==> src/rtl/uart_pkg.sv <==
// Shared UART command-block definitions: response strings, FSM state encoding
// and the control characters used by the UART command blocks.
package uart_pkg;

   localparam logic [23:0] RESP_OK = "OK\n";
   localparam logic [23:0] RESP_NO = "NO\n";
   localparam logic [23:0] RESP_LK = "LK\n";

   localparam logic [7:0] ESC  = 8'h1B;
   localparam logic [7:0] HASH = 8'h23;

   typedef enum logic [1:0] {
      ST_COLLECT,
      ST_RESP,
      ST_UNLOCKED,
      ST_LOCKOUT
   } state_t;

endpackage

==> src/rtl/uart_resp_sender.sv <==
// Serialises one 3-byte string onto a valid/ready byte interface, MSB byte first.
// done is combinational on the last handshake so callers can change state on that edge.
module uart_resp_sender (
   input  logic        clk,
   input  logic        rst_n,
   input  logic        start,
   input  logic [23:0] str,
   input  logic        tx_ready,
   output logic [7:0]  tx_data,
   output logic        tx_valid,
   output logic        busy,
   output logic        done
);

   logic [23:0] str_q;
   logic [1:0]  idx;

   assign busy = tx_valid;
   assign done = tx_valid && tx_ready && (idx == 2'd2);

   always_ff @(posedge clk or negedge rst_n) begin
      if (!rst_n) begin
         tx_valid <= 1'b0;
         tx_data  <= '0;
         str_q    <= '0;
         idx      <= '0;
      end else if (!tx_valid) begin
         if (start) begin
            tx_valid <= 1'b1;
            tx_data  <= str[23:16];
            str_q    <= str;
            idx      <= '0;
         end
      end else if (tx_ready) begin
         if (idx == 2'd2) begin
            tx_valid <= 1'b0;
         end else begin
            idx     <= idx + 1'b1;
            tx_data <= (idx == 2'd0) ? str_q[15:8] : str_q[7:0];
         end
      end
   end

endmodule

==> src/rtl/uart_pass_lock.sv <==
// Password checker between UART RX and TX: collects fixed-length attempts,
// answers OK/NO/LK, and locks out after repeated consecutive failures.
//
// state       | meaning
// ------------+------------------------------------------------------------
// ST_COLLECT  | gathering attempt bytes, comparing against PASSWORD on the fly
// ST_RESP     | response string in flight; exits to post_state on last handshake
// ST_UNLOCKED | access granted; only RELOCK_CHAR is acted upon
// ST_LOCKOUT  | too many failures; down-counter runs, RX bytes are dropped
module uart_pass_lock
   import uart_pkg::*;
#(
   parameter int                    PASS_LEN       = 4,
   parameter logic [8*PASS_LEN-1:0] PASSWORD       = "1a2B",
   parameter int                    MAX_FAILS      = 3,
   parameter int                    LOCKOUT_CYCLES = 1024,
   parameter logic [7:0]            ABORT_CHAR     = ESC,
   parameter logic [7:0]            RELOCK_CHAR    = HASH
) (
   input  logic                             clk,
   input  logic                             btn,
   input  logic [7:0]                       rx_data,
   input  logic                             rx_valid,
   output logic [7:0]                       tx_data,
   output logic                             tx_valid,
   input  logic                             tx_ready,
   output logic                             unlocked,
   output logic                             locked_out,
   output logic [$clog2(MAX_FAILS+1)-1:0]   fail_cnt,
   output logic [$clog2(PASS_LEN+1)-1:0]    char_idx
);

   localparam int CW = $clog2(PASS_LEN+1);
   localparam int FW = $clog2(MAX_FAILS+1);
   localparam int TW = $clog2(LOCKOUT_CYCLES);

   state_t          state;
   state_t          post_state;
   logic            mismatch;
   logic [TW-1:0]   timer;

   // Padded to a power of two so char_idx indexes it at its natural width.
   logic [7:0] pw_arr [2**CW];
   for (genvar i = 0; i < 2**CW; i++) begin : g_pw
      if (i < PASS_LEN) begin : g_byte
         assign pw_arr[i] = PASSWORD[8*(PASS_LEN-1-i) +: 8];
      end else begin : g_pad
         assign pw_arr[i] = '0;
      end
   end

   logic        is_abort, last_byte, miss_now;
   logic        snd_start, snd_busy, snd_done;
   logic [23:0] snd_str;

   assign is_abort  = (rx_data == ABORT_CHAR);
   assign last_byte = (char_idx == CW'(PASS_LEN-1));
   assign miss_now  = mismatch | (rx_data != pw_arr[char_idx]);

   assign snd_start = rx_valid && !snd_busy &&
                      (((state == ST_COLLECT) && !is_abort && last_byte) ||
                       ((state == ST_UNLOCKED) && (rx_data == RELOCK_CHAR)));
   assign snd_str   = (state == ST_UNLOCKED) ? RESP_LK : (miss_now ? RESP_NO : RESP_OK);

   uart_resp_sender u_sender (
      .clk      (clk),
      .rst_n    (btn),
      .start    (snd_start),
      .str      (snd_str),
      .tx_ready (tx_ready),
      .tx_data  (tx_data),
      .tx_valid (tx_valid),
      .busy     (snd_busy),
      .done     (snd_done)
   );

   always_ff @(posedge clk or negedge btn) begin
      if (!btn) begin
         state      <= ST_COLLECT;
         post_state <= ST_COLLECT;
         unlocked   <= 1'b0;
         locked_out <= 1'b0;
         fail_cnt   <= '0;
         char_idx   <= '0;
         mismatch   <= 1'b0;
         timer      <= '0;
      end else begin
         case (state)
            ST_COLLECT: begin
               if (rx_valid) begin
                  if (is_abort) begin
                     char_idx <= '0;
                     mismatch <= 1'b0;
                  end else if (last_byte) begin
                     state    <= ST_RESP;
                     char_idx <= '0;
                     mismatch <= 1'b0;
                     if (!miss_now) begin
                        fail_cnt   <= '0;
                        post_state <= ST_UNLOCKED;
                     end else begin
                        if (fail_cnt != FW'(MAX_FAILS))
                           fail_cnt <= fail_cnt + 1'b1;
                        post_state <= (fail_cnt >= FW'(MAX_FAILS-1)) ? ST_LOCKOUT : ST_COLLECT;
                     end
                  end else begin
                     char_idx <= char_idx + 1'b1;
                     mismatch <= miss_now;
                  end
               end
            end
            ST_RESP: begin
               if (snd_done) begin
                  state    <= post_state;
                  unlocked <= (post_state == ST_UNLOCKED);
                  if (post_state == ST_LOCKOUT) begin
                     locked_out <= 1'b1;
                     timer      <= TW'(LOCKOUT_CYCLES-1);
                  end
               end
            end
            ST_UNLOCKED: begin
               if (rx_valid && (rx_data == RELOCK_CHAR)) begin
                  state      <= ST_RESP;
                  post_state <= ST_COLLECT;
               end
            end
            ST_LOCKOUT: begin
               if (timer == '0) begin
                  locked_out <= 1'b0;
                  fail_cnt   <= '0;
                  state      <= ST_COLLECT;
               end else begin
                  timer <= timer - 1'b1;
               end
            end
            default: state <= ST_COLLECT;
         endcase
      end
   end

endmodule

==> config.mk <==
export PLATFORM = sky130hd
export DESIGN_NAME = uart_pass_lock
export DESIGN_NICKNAME = d
export VERILOG_FILES = /design/src/rtl/uart_pkg.sv /design/src/rtl/uart_resp_sender.sv /design/src/rtl/uart_pass_lock.sv
export SDC_FILE = /design/constraint.sdc
export NUM_CORES = 1
export LEC_CHECK = 0
export CORE_MARGIN = 2
export CORE_UTILIZATION = 45
export DETAILED_ROUTE_END_ITERATION = 12
export PLACE_DENSITY = 0.68
export SYNTH_ARGS = -nofsm -noshare
export SYNTH_HDL_FRONTEND = slang
export SYNTH_SLANG_ARGS = --single-unit
==> constraint.sdc <==
create_clock -name clk -period 2.6 [get_ports clk]
set_input_delay 0.52 -clock clk [delete_from_list [all_inputs] [get_ports clk]]
set_output_delay 0.52 -clock clk [all_outputs]
set_load 0.05 [all_outputs]
# Yosys cells after proc, flatten, opt, wreduce, memory -nomap -nowiden
# Memories as Yosys holds them, arrays and structs flattened.
# Index checks and enable logic that the tools add are counted.
[classes]
n_addsub = 4
magnitude_cmp = 2
eq_ne = 22
muxes = 49
n_bitwise = 3
n_reduce_logical = 27
[op_table]
columns = ["cell", "n"]
rows = [
  ["8-bit 2-to-1 mux", 7],
  ["2-bit 2-to-1 mux", 21],
  ["10-bit 2-to-1 mux", 3],
  ["2-bit != test (second input constant)", 10],
  ["10-bit one-hot mux with 2 select lines", 1],
  ["18-bit 2-to-1 mux", 1],
  ["17-bit 2-to-1 mux", 1],
  ["6-bit AND reduction", 2],
  ["2-bit equality test (second input constant)", 5],
  ["10-bit zero test", 1],
  ["10-bit by 1-bit subtractor with 10-bit output (second input constant)", 1],
  ["1-bit 2-to-1 mux", 9],
  ["8-bit by 5-bit equality test with 1-bit output (second input constant)", 1],
  ["8-bit by 6-bit equality test with 1-bit output (second input constant)", 1],
  ["1-bit logical AND", 8],
  ["8-bit != test", 1],
  ["2-bit one-hot mux with 2 select lines", 2],
  ["2-bit one-hot mux with 4 select lines", 1],
  ["4-bit AND reduction", 2],
  ["2-bit nonzero test", 4],
  ["3-bit 2-to-1 mux", 2],
  ["2-bit AND reduction", 3],
  ["5-bit AND reduction", 1],
  ["2-bit by 1-bit adder with 2-bit output (second input constant)", 2],
  ["other kinds (15)", 17],
]
[word_totals]
ff_bits = 49
rom_bits = 64
out_inout_bits = 16
wordCells = 120
memories = 1
[memory_table]
columns = ["name", "depth", "word_bits", "rd", "rd_ports_with_merged_regs", "write_ports", "line_no", "rtl"]
rows = [
  ["(name not given)", 8, 8, 1, 0, 0, "uart_pass_lock.sv:58", "assign miss_now = mismatch | (rx_data != pw_arr[char_idx]);"],
]

# Depth between registers and ports, before layout
# Gate-level depths: netlist of run 1.
[logic_depth]
depth_word = 11
mapped_depth = 8

# Modules after synthesis
# A second synthesis of run 1 with hierarchy kept.
[unflattened]
cells_unflattened = 248
area_unflattened_um2 = 2646.3
[by_module_without_submodules]
columns = ["mod", "n_inst", "cells_each", "area_per_inst_um2", "seq_area_each_um2"]
rows = [
  ["uart_pass_lock", 1, 160, 1440.1, 550.5],
  ["uart_resp_sender", 1, 88, 1206.2, 675.6],
]

# Least setup slack after synthesis of run 1
# OpenSTA, ideal clock, no wires.
[synth_timing]
path_kind = "register to register"
startpoint = "register char_idx[1]"
endpoint = "register fail_cnt[1]"
setup_ps = 121
arrival_ps = 2021
required_ps = 2479
setup_slack_ps = 458
path_stages_with_launch = 7
cell_sequence = "dfrtp_1 > ha_1 > nand2b_1 > a211o_1 > a221oi_1 > o21ai_0 > a22o_1"
[synth_via]
elab_chain_len = 11
[synth_rtl]
columns = ["element", "line_no", "rtl"]
rows = [
  ["start: declaration", "uart_pass_lock.sv:30", "output logic [$clog2(PASS_LEN+1)-1:0] char_idx"],
  ["start signal: assignment", "uart_pass_lock.sv:107", "char_idx <= char_idx + 1'b1;"],
  ["3-bit NOT with 4-bit output (not written as such)", "uart_pass_lock.sv:58", ""],
  ["memory 8 x 8 bit", "-", ""],
  ["8-bit 2-to-1 mux (not written as such) (2 in a row)", "uart_pass_lock.sv:58", ""],
  ["8-bit != test", "uart_pass_lock.sv:58", ""],
  ["1-bit OR", "uart_pass_lock.sv:58", ""],
  ["2-bit 2-to-1 mux", "uart_pass_lock.sv:98", "if (!miss_now) begin"],
  ["2-bit 2-to-1 mux", "uart_pass_lock.sv:94", "end else if (last_byte) begin"],
  ["2-bit 2-to-1 mux", "uart_pass_lock.sv:91", "if (is_abort) begin"],
  ["2-bit 2-to-1 mux", "uart_pass_lock.sv:90", "if (rx_valid) begin"],
  ["2-bit one-hot mux with 2 select lines", "uart_pass_lock.sv:88", "case (state)"],
  ["end signal: assignment", "uart_pass_lock.sv:103", "fail_cnt <= fail_cnt + 1'b1;"],
  ["end: declaration", "uart_pass_lock.sv:29", "output logic [$clog2(MAX_FAILS+1)-1:0] fail_cnt,"],
]
# Several ways; a longest one is shown, not always the timed one. The select of a mux whose other input is x is not followed.
# A chain may end at the register's enable or synchronous reset.

# Worst setup path in the final report of run 1
[layout_timing]
startpoint = "input port rx_data[2]"
endpoint = "register u_sender.tx_data[6]"
[layout_via]
elab_chain_len = 8
[layout_rtl]
columns = ["element", "line_no", "rtl"]
rows = [
  ["start: declaration", "uart_pass_lock.sv:22", "input logic [7:0] rx_data,"],
  ["8-bit by 5-bit equality test with 1-bit output", "uart_pass_lock.sv:56", "assign is_abort = (rx_data == ABORT_CHAR);"],
  ["1-bit zero test", "uart_pass_lock.sv:61", "(((state == ST_COLLECT) && !is_abort && last_byte) ||"],
  ["1-bit logical AND (2 in a row)", "uart_pass_lock.sv:61", ""],
  ["1-bit logical OR *", "uart_pass_lock.sv:61", ""],
  ["1-bit logical AND *", "uart_pass_lock.sv:60", "assign snd_start = rx_valid && !snd_busy &&"],
  ["2-bit nonzero test (no source line) *", "-", ""],
  ["3-bit AND reduction (no source line) *", "-", ""],
  ["end signal: assignment", "uart_resp_sender.sv:30", "tx_data <= str[23:16];"],
  ["end signal: assignment", "uart_resp_sender.sv:39", "tx_data <= (idx == 2'd0) ? str_q[15:8] : str_q[7:0];"],
  ["end: declaration", "uart_resp_sender.sv:9", "output logic [7:0] tx_data,"],
]
# Mark *: on every way between the ends. The rest lies on a longest branch, timed or not.

==> results of run 1 <==
## cells in the final DEF, fill, tap and decap left out, types with 5 or more instances in the layout
cell type        instances
dfrtp_1                 32
inv_1                   12
nand4_1                  5
a21oi_1                  8
buf_4                    7
nor2_1                  15
clkdlybuf4s50_1         24
mux2_2                   5
nor3_1                   7
mux2i_1                  5
o21ai_0                 11
ha_1                    11
xor2_1                   5
nand3_1                 10
clkbuf_8                 6
nand2_1                 23
## cell families (layout without fill, tap and decap cells)
kind of cell | after synthesis | after routing | synth area share (%)
adder cells (fa/ha/maj) | 11 | 11 | 7.042
AO/OA/AOI/OAI | 42 | 42 | 14.85
other | 1 | 3 | 0.1919
multiplexers | 10 | 10 | 5.442
XOR/XNOR | 5 | 5 | 2.241
buffers and inverters | 20 | 51 | 4.673
flip-flops | 32 | 32 | 40.97
AND/OR/NAND/NOR | 87 | 87 | 24.58
## state kept, by name (all words and copies together), names as in the netlist
| register | count |
|---|---|
| timer | 10 |
| u_sender.tx_data | 5 |
| char_idx | 3 |
| fail_cnt | 2 |
| post_state | 2 |
| state | 2 |
| u_sender.idx | 2 |
| u_sender.str_q | 2 |
| locked_out | 1 |
| mismatch | 1 |
| u_sender.busy | 1 |
| unlocked | 1 |
## worst max-delay path by stage
stage / start / to / slack, ns / cells after the start
3_5_place_dp: rx_data[2] / u_sender.tx_data[6]$_DFFE_PN0P_ / 0.04 / 6
2_1_floorplan: char_idx[1]$_DFFE_PN0P_ / fail_cnt[1]$_DFFE_PN0P_ / 0.46 / 6
4_1_cts: rx_data[2] / u_sender.tx_data[6]$_DFFE_PN0P_ / 0.33 / 6
3_3_place_gp: rx_data[2] / post_state[0]$_DFFE_PN0P_ / 0.06 / 6
6_report: rx_data[2] / u_sender.tx_data[6]$_DFFE_PN0P_ / 0.31 / 6
5_1_grt: rx_data[4] / fail_cnt[1]$_DFFE_PN0P_ / 0.22 / 6
## stage by stage
step	instances	worst slack [ns]	total power, µW
finish	291	0.3141	2603
global route	291	0.2224	2811
CTS	291	0.3306	2617
detailed placement	283	0.03739	2214
global placement	283	0.06452	2192
floorplan	210	0.4580	1837
## worst register-to-register path, cell delays in order, from the launching register on
cell and delay, ns:
dfrtp_1 0.42, inv_1 0.07, ha_1 0.20, nor3b_1 0.27, nand3_1 0.30, a221oi_1 0.43
o21ai_0 0.16, a22o_1 0.20
## cell type report
cell class / instances / area [µm²]
Clock buffer: 6 / 82.58
Clock inverter: 2 / 10.01
Fill cell: 371 / 1723
Inverter: 12 / 45.04
Multi-Input combinational cell: 158 / 1070
Sequential cell: 32 / 800.8
Tap cell: 50 / 62.56
Timing Repair Buffer: 31 / 292.8
## power groups by stage
stage / Combinational, µW / Clock, µW / Sequential [µW]
after CTS: 1340 / 404 / 877
final: 1330 / 395 / 876
after global placement: 1310 / 0 / 880
after floorplan: 757 / 0 / 1080
after detailed placement: 1330 / 0 / 887
after global routing: 1470 / 433 / 908
## per-layer routing
metal	track usage, %	routed length [µm]
met1	24.24	1943
met2	27.20	1897
met3	5.051	200
met4	6.197	61
met5	0	0
==> results.sh, run 1 <==
export IMPL_status="completed"
export IMPL_root_buffer="clkbuf_8"
export IMPL_required_ns=2.77
export IMPL_ys_flop_type="dfrtp_1"
export IMPL_synth_top_cell_by_area="dfrtp_1"
export IMPL_timing_slew_headroom_pct=66.70
export IMPL_crit_path_end_kind="flop"
export IMPL_p_int_uw=1458
export IMPL_die_area_um2=4886
export IMPL_numCtsBuffers=5
export IMPL_synthTopCellsByArea="dfrtp_1 41%, ha_1 7.0%, nand2_1 4.4%, mux2_2 2.9%, nor2_1 2.9%"
export IMPL_cts_tree="done"
export IMPL_drt_wl_total_mm=4.103
export IMPL_start_util_pct=47.83
export IMPL_hold_path_class="flop to flop"
export IMPL_synth_cell_type_count=50
export IMPL_port_buffers=24
export IMPL_core_region_area_um2=4086
export IMPL_synth_top_area_share_pct=40.97
export IMPL_max_stage_delay_ns=0.57
export IMPL_ant_nets=0
export IMPL_finClkSkew_ns=0.004566
export IMPL_fin_crit_sh_pct=87.92
export IMPL_crit_path_top_delay_cell="or4b_4"
export IMPL_drc=0
export IMPL_path_max_fanout=5
export IMPL_synth_commonest_cells="32 x dfrtp_1, 23 x nand2_1, 15 x nor2_1"
export IMPL_overflow=0
export IMPL_fin_crit_ns=2.286
export IMPL_drv_cap=0
export IMPL_antenna_found_initial=0
export IMPL_synthArstFlopShare_pct=100.0
export IMPL_setup_viol=0
export IMPL_path_buf_inv=1
export IMPL_reg2reg_to="fail_cnt[1]$_DFFE_PN0P_"
export IMPL_area_growth_pct=20.93
export IMPL_irDropWorstVdd_mv=0.5132
export IMPL_synth_edff_count=0
export IMPL_track_usage_pct=17.81
export IMPL_hp_start="mismatch$_DFFE_PN0P_"
export IMPL_avgRoutedWirePerCell_um=14.10
export IMPL_clk_pin_slew_ns=0.07
export IMPL_synthCells=208
export IMPL_vias=1649
export IMPL_rows=23
export IMPL_hold_depth=2
export IMPL_syn_area_um2=1954
export IMPL_start_kind="input port"
export IMPL_r2r_cells=7
export IMPL_worstMarginPinSlew_ns=0.4943
export IMPL_r2r_setup_slack_ns=0.46
export IMPL_hold_violations=0
export IMPL_p_clk_share_pct=15.2
export IMPL_path_class="input port to flop"
export IMPL_gp_congestion=0.7396
export IMPL_reg2reg_from="timer[0]$_DFFE_PN0P_"
export IMPL_synth_most_common_cell="dfrtp_1"
export IMPL_grt_pass1_wl_mm=7.038
export IMPL_n_antenna_cell=0
export IMPL_io_pins=28
export IMPL_clockBufferDepth=2
export IMPL_cts_max_level=2
export IMPL_min_to="mismatch$_DFFE_PN0P_"
export IMPL_post_cts_resized=0
export IMPL_arrival_ns=2.45
export IMPL_cp_top_family="simple AND/OR/NAND/NOR gates"
export IMPL_layout_drive_gt1_share_pct=13.28
export IMPL_hold_ws_ns=0.4774
export IMPL_path_cells="clkdlybuf4s50_1 > or4b_4 > nor3_1 > a31o_2 > nand2b_1 > mux2_2"
export IMPL_grt_setup_unrepaired="false"
export IMPL_fin_tns_setup_ns=0
export IMPL_grt_pass1_vias=1582
export IMPL_place_area_um2=2271
export IMPL_final_cell_area_um2=2364
export IMPL_final_util_pct=57.84
export IMPL_finalMaxSlewViolations=0
export IMPL_clk_latency_ns=0.28
export IMPL_post_cts_buffers=0
export IMPL_powerDensity_nw_per_um2=1101
export IMPL_cellLeakagePower_uw=0.001026
export IMPL_max_freq_ghz=0.4375
export IMPL_vias_per_cell=5.667
export IMPL_synth_area_per_cell_um2=9.396
export IMPL_final_nets=263
export IMPL_grt_max_degree=33
export IMPL_dp_final_hpwl_mm=2.930
export IMPL_clkSinkCount=32
export IMPL_drt_first_pass_iters=6
export IMPL_yosys_warnings=0
export IMPL_ctsHoldBuffers=0
export IMPL_switchingPower_uw=1145
export IMPL_pwr_share_comb_pct=51.2
export IMPL_seq_power_share_pct=33.7
export IMPL_yosysSeqAreaShare_pct=40.97
export IMPL_dieWidth_um=69.90
export IMPL_ys_ff_latch=32
export IMPL_dr_first_iter_drc_count=120
export IMPL_p_sw_share_pct=43.98
export IMPL_die_h_um=69.90
Note: power is estimated with default switching activity, not from simulation.
==> run 2: changes to the inputs <==
Settings changed: ABC_CLOCK_PERIOD_IN_PS set to 2600.
==> results of run 2 <==
No change in the layout: final DEF, timing and power equal those of run 1.
